[src/rtl/mult_ctrl_pkg.sv]
// Shared types and constants for the repeated-addition multiplier controller.
// MULT_SEQ_WATCHDOG_EN enables the iteration watchdog in the importing modules.
package mult_ctrl_pkg;

   localparam int unsigned DATA_W       = 16;
   localparam int unsigned DEF_ITER_W   = 16;
   localparam int unsigned DEF_MAX_ITER = 32'h0000_FFFF;

   typedef enum logic [2:0] {
      IDLE,
      LDA,
      LDB,
      ADD,
      DONE,
      ERR
   } state_t;

endpackage

[src/rtl/mult_iter_cnt.sv]
// Iteration counter: clear, increment and optional watchdog limit compare.
// MULT_SEQ_WATCHDOG_EN adds the MAX_ITER compare; otherwise o_at_max_c is tied 0.
module mult_iter_cnt
   import mult_ctrl_pkg::*;
#(
   parameter int unsigned ITER_W = DEF_ITER_W
`ifdef MULT_SEQ_WATCHDOG_EN
   ,parameter logic [ITER_W-1:0] MAX_ITER = ITER_W'(DEF_MAX_ITER)
`endif
) (
   input  logic              clk,
   input  logic              rst_n,
   input  logic              i_clr,
   input  logic              i_inc,
   output logic [ITER_W-1:0] o_cnt,
   output logic              o_at_max_c
);

   logic [ITER_W-1:0] r_cnt;

   // Clear wins over increment; wraps modulo 2^ITER_W
   always_ff @(posedge clk) begin
      if (!rst_n) begin
         r_cnt <= '0;
      end else if (i_clr) begin
         r_cnt <= '0;
      end else if (i_inc) begin
         r_cnt <= r_cnt + ITER_W'(1);
      end
   end

   assign o_cnt = r_cnt;

`ifdef MULT_SEQ_WATCHDOG_EN
   assign o_at_max_c = (r_cnt == MAX_ITER);
`else
   assign o_at_max_c = 1'b0;
`endif

endmodule

[src/rtl/mult_seq_ctrl.sv]
// Sequencer for the repeated-addition multiplier datapath (load A, load B, add/decrement loop).
// MULT_SEQ_WATCHDOG_EN enables the MAX_ITER loop watchdog and the ERR state.
module mult_seq_ctrl
   import mult_ctrl_pkg::*;
#(
   parameter int unsigned ITER_W = DEF_ITER_W
`ifdef MULT_SEQ_WATCHDOG_EN
   ,parameter logic [ITER_W-1:0] MAX_ITER = ITER_W'(DEF_MAX_ITER)
`endif
) (
   input  logic              clk,
   input  logic              rst_n,
   input  logic              start,
   input  logic              eqZ,
   output logic              ldA,
   output logic              ldB,
   output logic              ldP,
   output logic              clrP,
   output logic              decB,
   output logic              busy,
   output logic              done,
   output logic              err,
   output logic [ITER_W-1:0] iter_cnt
);

   state_t r_state;
   logic   r_ldA;
   logic   r_ldB;
   logic   r_clrP;
   logic   r_busy;
   logic   r_done;
`ifdef MULT_SEQ_WATCHDOG_EN
   logic   r_err;
`endif

   logic   w_at_max_c;
   logic   w_add_c;
   logic   w_clr_cnt;

   // ldP/decB must react to eqZ in the same cycle, so the add strobe is Mealy
   assign w_add_c   = (r_state == ADD) && !eqZ && !w_at_max_c;
   assign w_clr_cnt = (r_state == LDB);

   mult_iter_cnt #(
      .ITER_W    (ITER_W)
`ifdef MULT_SEQ_WATCHDOG_EN
     ,.MAX_ITER  (MAX_ITER)
`endif
   ) u_iter_cnt (
      .clk        (clk),
      .rst_n      (rst_n),
      .i_clr      (w_clr_cnt),
      .i_inc      (w_add_c),
      .o_cnt      (iter_cnt),
      .o_at_max_c (w_at_max_c)
   );

   // State register plus registered strobes, decoded for the state being entered
   always_ff @(posedge clk) begin
      if (!rst_n) begin
         r_state <= IDLE;
         r_ldA   <= 1'b0;
         r_ldB   <= 1'b0;
         r_clrP  <= 1'b0;
         r_busy  <= 1'b0;
         r_done  <= 1'b0;
`ifdef MULT_SEQ_WATCHDOG_EN
         r_err   <= 1'b0;
`endif
      end else begin
         r_ldA  <= 1'b0;
         r_ldB  <= 1'b0;
         r_clrP <= 1'b0;
         r_busy <= 1'b0;
         r_done <= 1'b0;
`ifdef MULT_SEQ_WATCHDOG_EN
         r_err  <= 1'b0;
`endif
         case (r_state)
            IDLE: begin
               if (start) begin
                  r_state <= LDA;
                  r_ldA   <= 1'b1;
                  r_busy  <= 1'b1;
               end
            end
            LDA: begin
               r_state <= LDB;
               r_ldB   <= 1'b1;
               r_clrP  <= 1'b1;
               r_busy  <= 1'b1;
            end
            LDB: begin
               r_state <= ADD;
               r_busy  <= 1'b1;
            end
            ADD: begin
               r_busy <= 1'b1;
               if (eqZ) begin
                  r_state <= DONE;
                  r_done  <= 1'b1;
               end
`ifdef MULT_SEQ_WATCHDOG_EN
               else if (w_at_max_c) begin
                  r_state <= ERR;
                  r_err   <= 1'b1;
               end
`endif
            end
            DONE: begin
               r_state <= IDLE;
            end
`ifdef MULT_SEQ_WATCHDOG_EN
            ERR: begin
               r_state <= IDLE;
            end
`endif
            default: begin
               r_state <= IDLE;
            end
         endcase
      end
   end

   assign ldA  = r_ldA;
   assign ldB  = r_ldB;
   assign clrP = r_clrP;
   assign busy = r_busy;
   assign done = r_done;
   assign ldP  = w_add_c;
   assign decB = w_add_c;

`ifdef MULT_SEQ_WATCHDOG_EN
   assign err = r_err;
`else
   assign err = 1'b0;
`endif

endmodule

[config.mk]
export PLATFORM = sky130hd
export DESIGN_NAME = mult_seq_ctrl
export DESIGN_NICKNAME = d
export VERILOG_FILES = /design/src/rtl/mult_ctrl_pkg.sv /design/src/rtl/mult_iter_cnt.sv /design/src/rtl/mult_seq_ctrl.sv
export SDC_FILE = /design/constraint.sdc
export NUM_CORES = 1
export LEC_CHECK = 0
export CORE_MARGIN = 2
export CORE_UTILIZATION = 43
export CTS_BUF_LIST = sky130_fd_sc_hd__clkbuf_4 sky130_fd_sc_hd__clkbuf_8
export DETAILED_ROUTE_END_ITERATION = 7
export GPL_TIMING_DRIVEN = 0
export PLACE_DENSITY_LB_ADDON = 0.2
export SYNTH_ARGS = -nofsm -noshare
export SYNTH_HDL_FRONTEND = slang
export SYNTH_SLANG_ARGS = --single-unit
[constraint.sdc]
create_clock -name clk -period 2 [get_ports clk]
set_clock_uncertainty 0.1 [all_clocks]
set_input_delay 0.4 -clock clk [delete_from_list [all_inputs] [get_ports clk]]
set_output_delay 0.4 -clock clk [all_outputs]
set_load 0.01 [all_outputs]
Yosys cells after proc, flatten, opt, wreduce, memory -nomap -nowiden
Cells that the tools add are included.
{ "classes": {"add_sub_neg": 1, "eq_ne": 5, "n_mux": 7, "bitwise_logic": 1, "reduce_logical": 8} }
{ "op_table": {"columns": ["op", "count"], "rows": [
  ["adder 16 x 1 -> 16 bit (second input constant)", 1],
  ["one-hot mux 3 bit (4 select lines)", 1],
  ["== test 3 x 2 -> 1 bit (second input constant)", 2],
  ["2-to-1 mux 3 bit", 2],
  ["AND reduction 2 bit", 3],
  ["inequality test 2 bit (second input constant)", 2],
  ["== test 3 x 1 -> 1 bit (second input constant)", 1],
  ["zero test 3 bit", 1],
  ["2-to-1 mux 1 bit", 3],
  ["OR reduction 3 bit", 1],
  ["one-hot mux 1 bit (2 select lines)", 1],
  ["OR reduction 2 bit", 1],
  ["logical AND 1 bit", 1],
  ["zero test 1 bit", 1],
  ["NOT 1 bit", 1]
]} }
{ "word_totals": {"reg_bits": 23, "inputBits": 4, "output_inout_bits": 24} }

Depth between registers and ports, before layout
Gate-level depths: netlist (run 1).
{ "logic_depth": {"ltp_word": 3, "mapped_depth": 7, "mapped_depth_nobuf": 5} }

Modules after synthesis
From an unflattened synthesis (run 1), not the netlist that was laid out.
{ "unflattened": {"hier_cells": 113, "hier_area_um2": 1014.7} }
{ "modules_own_cells": {"columns": ["module", "instances", "cells_each", "area_per_inst_um2"], "rows": [
  ["mult_iter_cnt", 1, 84, 719.4],
  ["mult_seq_ctrl", 1, 29, 295.3]
]} }

Least setup slack after synthesis (run 1)
OpenSTA, ideal clock, no wires.
{ "synth_timing": {"path_type": "input to register", "start": "in eqZ", "end": "reg u_iter_cnt.r_cnt[13] (netlist: u_iter_cnt.o_cnt[13])", "arrival_ns": 1.745, "t_required_ns": 1.829, "slack_ns": 0.085, "cell_stages": 5, "n_path_buf": 1, "cell_sequence": "nand4bb_1 buf_6 or4_4 or3_1 a21oi_1"} }
{ "synth_via": {"elab_chain_len": 2} }
{ "synth_rtl": {"columns": ["element", "line_no", "text"], "rows": [
  ["from (decl)", "mult_seq_ctrl.sv:14", "input logic eqZ,"],
  ["zero test 1 bit", "mult_seq_ctrl.sv:41", "assign w_add_c = (r_state == ADD) && !eqZ && !w_at_max_c;"],
  ["logical AND 1 bit", "mult_seq_ctrl.sv:41", null],
  ["to (signal assigned)", "mult_iter_cnt.sv:28", "r_cnt <= r_cnt + ITER_W'(1);"],
  ["to (decl)", "mult_iter_cnt.sv:19", "logic [ITER_W-1:0] r_cnt;"]
]} }
Every way passes these cells.
A chain may end at the register's enable or synchronous reset.

Worst setup path in the final report (run 1)
{ "layout_timing": {"start": "reg r_state[1]", "end": "reg u_iter_cnt.r_cnt[14] (netlist: u_iter_cnt.o_cnt[14])"} }
{ "layout_via": {"elab_chain_len": 2, "elab_cells_between_ends": 4} }
{ "layout_rtl": {"columns": ["element", "line_no", "text"], "rows": [
  ["from (decl)", "mult_seq_ctrl.sv:26", "state_t r_state;"],
  ["from (signal assigned)", "mult_seq_ctrl.sv:61", "r_state <= IDLE;"],
  ["from (signal assigned)", "mult_seq_ctrl.sv:82", "r_state <= LDA;"],
  ["from (signal assigned)", "mult_seq_ctrl.sv:88", "r_state <= LDB;"],
  ["== test 3 x 2 -> 1 bit (on tied branches)", "mult_seq_ctrl.sv:42, mult_seq_ctrl.sv:41", null],
  ["OR reduction 2 bit (no line) / logical AND 1 bit (equally long branches)", null, null]
]} }
Parallel ways exist; a longest one is shown, timed or not.

==> tab_implementation.tex, run 1 <==
\begin{tabular}{lr}
\hline
Metric & Value \\
\hline
\multicolumn{2}{l}{\textbf{Routing}} \\
Via count of the routed design & between 800 and 900 \\
Initial detailed-routing violation count & 7 \\
Via/cell ratio & 5.13 \\
Avg WL per Cell & 11.6 um \\
Antenna-violating nets left & 0 \\
Number of detailed-route iterations in the first pass & 4 \\
Total wirelength of the detailed-routed design & 2000 um \\
DRC violation count after routing & 0 \\
\multicolumn{2}{l}{\textbf{Worst setup path}} \\
Critical R2R Launch & r\_state[1] \\
Slowest Stage Delay on Critical Path & $\sim$420 ps \\
Cell repeated most along the worst path & buf\_6 \\
Worst path bufs/invs & 3 \\
Register-to-Register Path Depth & 7 \\
Startpoint type of the worst setup path & flop \\
Critical-path maximum fanout & 8 \\
Register-to-register setup slack & roughly 55 ps \\
Category of cells accounting for the largest share of critical-path delay & simple AND/OR/NAND/NOR gates \\
Arrival time worst endpoint & between 2000 and 2500 ps \\
Setup Crit Path Kind & reg2reg \\
Required time reported for the critical path endpoint & between 2000 and 2500 ps \\
Slowest-stage cell, CP & or4\_4 \\
Ordered cell list for the critical path & buf\_6 > nand4bb\_1 > buf\_6 > buf\_4 > or3\_4 > or4\_4 > a21oi\_2 \\
Kind of end point of the critical path & flop \\
Worst reg2reg path endpoint & u\_iter\_cnt.o\_cnt[14] \\
\multicolumn{2}{l}{\textbf{Synth}} \\
Mean instance size in the synthesized netlist & 8.88 um2 \\
Biggest area consumer among synthesized cells & dfxtp\_1 \\
Parity-gate share of the synthesized area counting xor and xnor cells & 10.8\% \\
Number of nets produced by synthesis & 115 \\
Top-area cell type share of the netlist area & 47.1\% \\
Synth top cells by count & dfxtp\_1 (23), nor2\_1 (17), nand4\_1 (8) \\
Top cells by area, synth & dfxtp\_1 (47\%), nor2\_1 (6.5\%), xnor2\_1 (6.3\%), nand4\_1 (5.1\%), xor2\_1 (4.5\%) \\
Distinct cell type count after synthesis & 28 \\
Synth Warn \# & 0 \\
Yosys reg bits & 23 \\
Cell with the most instances after synthesis & dfxtp\_1 \\
Simple-gate share of the synthesized area & 29.7\% \\
Most common flop cell mapped by yosys & dfxtp\_1 \\
Largest family of logic cells by synthesized area & simple AND/OR/NAND/NOR gates \\
Fraction of the yosys area taken by sequential cells & 47.1\% \\
Mux cell area share after synthesis & 0\% \\
Proportion of synthesized flip-flops having asynchronous set or reset & 0\% \\
Number of enable-type register cells in the synthesized netlist & 0 \\
Synth Area in Compound Gates & 5.25\% \\
Summed instance area of the synthesized netlist & 977 um2 \\
Post-synthesis adder-cell area fraction & 1.28\% \\
Number of instances in the synthesized netlist & 110 \\
\multicolumn{2}{l}{\textbf{Layout}} \\
Non-Filler Cell Area, Final & 0.00138 mm2 \\
Growth of design area from synthesis to finish & 40.8\% \\
Layout cell share with drive strength beyond 1 & 18.6\% \\
Nets@finish & 151 \\
Antenna cell count & 0 \\
Filler instances & 204 \\
\multicolumn{2}{l}{\textbf{Outcome}} \\
Run status & finished clean \\
\multicolumn{2}{l}{\textbf{Clocking}} \\
Number of buffers created by CTS & 3 \\
Clock root buffer & clkbuf\_4 \\
Clock latency of the later-clocked register in the worst-skew pair & $\sim$320 ps \\
Clock Path Buffers & 2 \\
Clock slew at reported path FFs & 130 ps \\
Maximum level of the CTS H-tree & 1 \\
Hold-fix buffer count after cts & 0 \\
TritonCTS clock tree & done \\
Clock Sinks & 23 \\
\multicolumn{2}{l}{\textbf{Placement}} \\
Port-buffer cells & 26 \\
Dpl hpwl & 1400 um \\
Cell area after placement & 0.00127 mm2 \\
Placer Congestion & 0.744 \\
\multicolumn{2}{l}{\textbf{Global route}} \\
Grt ovf & 0 \\
Total global-route track usage & 17.6\% \\
Global-route wire length before repair & 3570 um \\
Vias in the first global route & 817 \\
Largest net degree at the start of global routing & 13 \\
Antenna violations before repair & 0 \\
\multicolumn{2}{l}{\textbf{STA}} \\
Final slew viol count & 0 \\
Total negative slack for setup checks & 0 ps \\
Setup-failing EPs final & 0 \\
Actual slew at the worst max-slew pin & 635 ps \\
Number of hold-slack violations in the final timing report & 0 \\
Achievable Freq & 514 MHz \\
Share of the cycle needed by the critical path after routing & 97.2\% \\
RSZ-0062 raised after global routing & yes \\
Time the worst path needs with I/O delays and setup & 1940 ps \\
Worst slew margin & between 50\% and 60\% \\
\multicolumn{2}{l}{\textbf{Pwr}} \\
Power per Cell Area & around 570 mW/mm2 \\
Leakage power summed over all cells & 0.461 nW \\
IR drop worst, VDD & 0.454 mV \\
Overall Power & 0.000785 W \\
\multicolumn{2}{l}{\textbf{Die}} \\
Die W & a little over 50 um \\
Count of standard-cell rows & 17 \\
I/O pin count & 28 \\
Core Area & about 0.0022 mm2 \\
Die Ht & between 50 and 60 um \\
Area enclosed by the die boundary & approximately 0.0027 mm2 \\
Initial core utilization & 45.0\% \\
\multicolumn{2}{l}{\textbf{Worst hold path}} \\
Min-Delay Path Depth & 2 \\
Worst min-delay path endpoint & u\_iter\_cnt.o\_cnt[15] \\
Critical hold path startpoint & u\_iter\_cnt.o\_cnt[15] \\
Path type of the worst min-delay path & reg2reg \\
\multicolumn{2}{l}{\textbf{Run}} \\
Max-cap violations & 0 \\
\hline
\end{tabular}
-- power by group --
part	total, W	switching [W]	internal [W]
combinational	0.0000761	0.0000371	0.0000390
sequential	0.000477	0.00000819	0.000469
clock	0.000232	0.000140	0.0000917
-- cells by family (layout without fill, tap and decap cells) --
| logic type | count (synthesis) | in the layout |
|---|---|---|
| fa+ha+maj | 1 | 1 |
| flops | 23 | 23 |
| simple gates | 55 | 55 |
| buf+inv | 9 | 44 |
| other cells | 1 | 1 |
| compound gates | 9 | 9 |
| xor+xnor | 12 | 12 |
-- metrics by stage --
| stage | hold slack (ps) | instances | setup slack (ps) | utilization [%] |
|---|---|---|---|---|
| after floorplan | 402 | 110 | 84.5 | - |
| after global placement | 370 | 164 | -549 | 58.7 |
| after detailed placement | 392 | 164 | -557 | 58.7 |
| after CTS | 409 | 171 | 1.82 | 61.9 |
| after global routing | 431 | 173 | -23.4 | 63.4 |
| final | 403 | 173 | 55.3 | 63.4 |
-- worst max-delay path by stage --
| stage | from | to | slack (ps) | cells past startpoint |
|---|---|---|---|---|
| after floorplan | eqZ | u_iter_cnt.o_cnt[13] | 80 | 5 |
| after global placement | eqZ | ldP | -550 | 6 |
| after detailed placement | eqZ | ldP | -560 | 6 |
| after CTS | r_state[1] | u_iter_cnt.o_cnt[13] | 2 | 6 |
| after global routing | r_state[1] | u_iter_cnt.o_cnt[14] | -20 | 7 |
| final | r_state[1] | u_iter_cnt.o_cnt[14] | 60 | 7 |
-- layout make-up --
type | instances | area [um2] | area share, %
inverters | 3 | 15.0 | 1.09
clock buffers | 4 | 30.0 | 2.18
plain buffers | 6 | 48.8 | 3.55
repair buffers | 31 | 293 | 21.3
flip-flops and latches | 23 | 465 | 33.8
well taps | 28 | 35.0 | 2.55
multi-input cells | 78 | 489 | 35.5
-- what timing repair did --
item / 4_1_cts / 5_1_grt
pin swaps: 2 / 4
gates resized for setup: 11 / 7
setup endpoints to repair: 15 / 7
gates cloned: 0 / 0
setup buffers: 3 / 2
-- registers in the layout (all words and copies together), names as in the netlist --
signal            flops
u_iter_cnt.o_cnt     16
r_state               3
busy                  1
clrP                  1
done                  1
ldA                   1
-- routing by layer --
layer	routed length, um	up-vias	global-route usage (%)
li1	-	452	-
met5	0	-	0
met4	44	0	9.21
met2	879	19	25.4
met1	1020	411	25.2
met3	61	5	2.59
-- tightest hold or removal path, delay by kind of cell, from the launching register on --
family         cells  cell delay [ps]
AO/OA/AOI/OAI      2              130
flip-flops         1              330
-- cell usage in the layout, fill, tap and decap left out, types with 3 or more instances in the layout --
cell,n
nor3_1,3
clkbuf_4,4
dfxtp_1,19
nand3_1,5
nand4_1,8
nor2_1,17
nand2_1,7
buf_4,9
xnor2_1,7
xor2_1,5
nor4_1,4
dfxtp_2,4
clkdlybuf4s50_1,23
Note: power is estimated with default switching activity, not from simulation.
==> run 2, diff against run 1 <==
--- a/config.mk
+++ b/config.mk
@@ -6,9 +6,10 @@
 export NUM_CORES = 1
 export LEC_CHECK = 0
 export CORE_MARGIN = 2
-export CORE_UTILIZATION = 43
+export CORE_UTILIZATION = 63
 export CTS_BUF_LIST = sky130_fd_sc_hd__clkbuf_4 sky130_fd_sc_hd__clkbuf_8
 export DETAILED_ROUTE_END_ITERATION = 7
+export DONT_BUFFER_PORTS = 1
 export GPL_TIMING_DRIVEN = 0
 export PLACE_DENSITY_LB_ADDON = 0.2
 export SYNTH_ARGS = -nofsm -noshare
==> constraint.sdc (replaced) <==
create_clock -name clk -period 2.11 [get_ports clk]
set_clock_uncertainty 0.1 [all_clocks]
set_input_delay 0.422 -clock clk [delete_from_list [all_inputs] [get_ports clk]]
set_output_delay 0.422 -clock clk [all_outputs]
set_load 0.01 [all_outputs]
==> tab_implementation.tex, run 2 (synthesis results as in run 1) <==
\begin{tabular}{lr}
\hline
Metric & Value \\
\hline
\multicolumn{2}{l}{\textbf{STA}} \\
Worst slew margin & 64.3\% (+6.9 points) \\
Final slew viol count & 0 (unchanged) \\
Actual slew at the worst max-slew pin & 533 ps (-102 ps) \\
Achievable Freq & 500 MHz (-2.8\%) \\
Setup-failing EPs final & 0 (unchanged) \\
Number of hold-slack violations in the final timing report & 0 (unchanged) \\
RSZ-0062 raised after global routing & no \\
Share of the cycle needed by the critical path after routing & 94.8\% (-2.4 points) \\
Time the worst path needs with I/O delays and setup & 2000 ps (+55.7 ps) \\
Total negative slack for setup checks & 0 ps (unchanged) \\
\multicolumn{2}{l}{\textbf{Clocking}} \\
TritonCTS clock tree & done \\
Clock Sinks & 23 (unchanged) \\
Maximum level of the CTS H-tree & 1 (unchanged) \\
Clock latency of the later-clocked register in the worst-skew pair & 300 ps (-20 ps) \\
Clock slew at reported path FFs & 120 ps (about the same) \\
Clock Path Buffers & 2 (unchanged) \\
Clock root buffer & clkbuf\_4 \\
Number of buffers created by CTS & 3 (unchanged) \\
\multicolumn{2}{l}{\textbf{Global route}} \\
Global-route wire length before repair & 2920 um (-18\%) \\
Largest net degree at the start of global routing & 14 (+1) \\
Antenna violations before repair & 0 (unchanged) \\
Total global-route track usage & 19.9\% (+2.3 points) \\
Grt ovf & 0 (unchanged) \\
Vias in the first global route & 689 (-16\%) \\
\multicolumn{2}{l}{\textbf{Layout}} \\
Highest-count cells in the layout ignoring fill and taps & dfxtp\_1 (20), nor2\_1 (17), nand4\_1 (8), nand2\_1 (7), xnor2\_1 (7) \\
Max reg flops & 16 (unchanged) \\
Antenna cell count & 0 (unchanged) \\
Non-Filler Cell Area, Final & 0.00104 mm2 (-25\%) \\
Filler instances & 124 (-39\%) \\
Growth of design area from synthesis to finish & 6.15\% \\
Nets@finish & 120 (-21\%) \\
Most common cell after layout, fill and taps aside & dfxtp\_1 \\
Layout cell share with drive strength beyond 1 & 13.2\% (-5.5 points) \\
\multicolumn{2}{l}{\textbf{Worst setup path}} \\
Arrival time worst endpoint & 2150 ps (+40 ps) \\
Startpoint type of the worst setup path & flop \\
Slowest-stage cell, CP & or4\_4 \\
Register-to-register setup slack & 110 ps (+50 ps) \\
Required time reported for the critical path endpoint & 2260 ps (+90 ps) \\
Worst reg2reg path endpoint & u\_iter\_cnt.o\_cnt[15] \\
Register-to-Register Path Depth & 6 (-1) \\
Worst path bufs/invs & 2 (-1) \\
Critical R2R Launch & r\_state[1] \\
Ordered cell list for the critical path & buf\_2 > nand4bb\_1 > buf\_6 > or4\_4 > or3\_1 > a21oi\_1 \\
Category of cells accounting for the largest share of critical-path delay & simple AND/OR/NAND/NOR gates \\
Slowest Stage Delay on Critical Path & 570 ps (+150 ps) \\
Critical-path maximum fanout & 10 (+2) \\
Kind of end point of the critical path & flop \\
Setup Crit Path Kind & reg2reg \\
\multicolumn{2}{l}{\textbf{Die}} \\
I/O pin count & 28 (unchanged) \\
Count of standard-cell rows & 14 (-3) \\
Die W & 43.4 um (-16\%) \\
Initial core utilization & 66.4\% (+21 points) \\
Area enclosed by the die boundary & 0.00188 mm2 (-29\%) \\
Die Ht & 43.4 um (-16\%) \\
Core Area & 0.00147 mm2 (-32\%) \\
\multicolumn{2}{l}{\textbf{Run}} \\
Max-cap violations & 0 (unchanged) \\
\multicolumn{2}{l}{\textbf{Pwr}} \\
Sequential cell fraction of total power & 65.6\% (+4.8 points) \\
Power share of the combinational group & 6.2\% (-3.5 points) \\
Portion of total power attributed to the clock network & 28.2\% (-1.3 points) \\
Leakage power summed over all cells & 0.333 nW (-28\%) \\
IR drop worst, VDD & 0.535 mV (+18\%) \\
Switching part of the total power & 23.3\% (-0.33 points) \\
Internal Power & 0.000532 W (-11\%) \\
Overall Power & 0.000693 W (-12\%) \\
Switching power & 0.000161 W (-13\%) \\
Power per Cell Area & 669 mW/mm2 (+17\%) \\
\multicolumn{2}{l}{\textbf{Outcome}} \\
Run status & finished clean \\
\multicolumn{2}{l}{\textbf{Routing}} \\
Initial detailed-routing violation count & 1 (-6) \\
Avg WL per Cell & 12.9 um (+11\%) \\
Antenna-violating nets left & 0 (unchanged) \\
Number of detailed-route iterations in the first pass & 3 (-1) \\
DRC violation count after routing & 0 (unchanged) \\
Total wirelength of the detailed-routed design & 1670 um (-16\%) \\
Via count of the routed design & 775 (-13\%) \\
Via/cell ratio & 5.96 (+16\%) \\
\multicolumn{2}{l}{\textbf{Worst hold path}} \\
Critical hold path startpoint & start \\
Worst min-delay path endpoint & busy \\
Min-Delay Path Depth & 2 (unchanged) \\
Path type of the worst min-delay path & in2reg \\
\multicolumn{2}{l}{\textbf{Placement}} \\
Dpl hpwl & 1240 um (-11\%) \\
Placer Congestion & 0.785 (+5.6\%) \\
Port-buffer cells & 0 (-100\%) \\
Cell area after placement & 997 um2 (-22\%) \\
\hline
\end{tabular}
==> run 2: cell types whose count changed in the layout (fill, tap and decap cells not counted), moves of 2 or more <==
cell and change:
clkdlybuf4s50_1 -23, or3_4 -2, a21oi_2 -2, or3_1 +2, buf_4 -6, dlygate4sd2_1 -2
a21oi_1 +2
==> run 2: power by group through the flow <==
stage | combinational, W | sequential (W) | clock, W
5_1_grt | 0.0000488 | 0.000457 | 0.000217
6_report | 0.0000433 | 0.000455 | 0.000195
3_5_place_dp | 0.0000420 | 0.000464 | 0
4_1_cts | 0.0000421 | 0.000454 | 0.000205
2_1_floorplan | 0.0000352 | 0.000462 | 0
3_3_place_gp | 0.0000409 | 0.000463 | 0
==> run 2: timing repair <==
item | CTS | global route
buffers inserted | 0 | 0
gates resized for setup | 0 | 6
setup endpoints to repair | 0 | 13
hold buffers | 0 | 0
==> run 2: how the worst max path moves through the flow <==
| stage | from | end | slack [ps] | depth (start not counted) |
|---|---|---|---|---|
| 2_1_floorplan | eqZ | u_iter_cnt.o_cnt[13] | 170 | 5 |
| 3_3_place_gp | u_iter_cnt.o_cnt[0] | u_iter_cnt.o_cnt[14] | 100 | 5 |
| 3_5_place_dp | u_iter_cnt.o_cnt[0] | u_iter_cnt.o_cnt[14] | 60 | 5 |
| 4_1_cts | u_iter_cnt.o_cnt[0] | u_iter_cnt.o_cnt[14] | 40 | 5 |
| 5_1_grt | r_state[1] | u_iter_cnt.o_cnt[15] | 0.4 | 6 |
| 6_report | r_state[1] | u_iter_cnt.o_cnt[15] | 110 | 6 |
==> run 2: through the flow <==
stage | hold WS [ps] | setup WS (ps) | instances | util (%)
finish | 130 | 110 | 130 | 70.5
floorplan | 402 | 173 | 110 | -
detailed placement | 427 | 63.0 | 126 | 67.8
global placement | 417 | 98.6 | 126 | 67.8
CTS | 120 | 44.5 | 130 | 69.6
global route | 153 | 0.371 | 130 | 70.5
==> run 2: layout make-up <==
type | count | area, um2 | area share (%)
multi-input cells | 78 | 468 | 45.1
flip-flops and latches | 23 | 464 | 44.8
plain buffers | 6 | 42.5 | 4.10
clock buffers | 3 | 22.5 | 2.17
well taps | 16 | 20.0 | 1.93
inverters | 3 | 15.0 | 1.45
clock inverters | 1 | 5.00 | 0.483
==> run 2: layer usage <==
metal  GRT usage, %  part of all wire (%)  vias to the layer above
li1               -                     -                      391
met1           26.4                    45                      367
met2           31.0                    50                       15
met3           4.58                   4.2                        2
met4           9.09                  0.60                        0
met5              0                     0                        -
==> run 2: worst register-to-register path: cells and delay by family, from the launching register on <==
kind	cells	cell delay, ps
AND/OR/NAND/NOR	3	1060
AO/OA/AOI/OAI	1	140
buffers and inverters	2	320
flip-flops	1	320
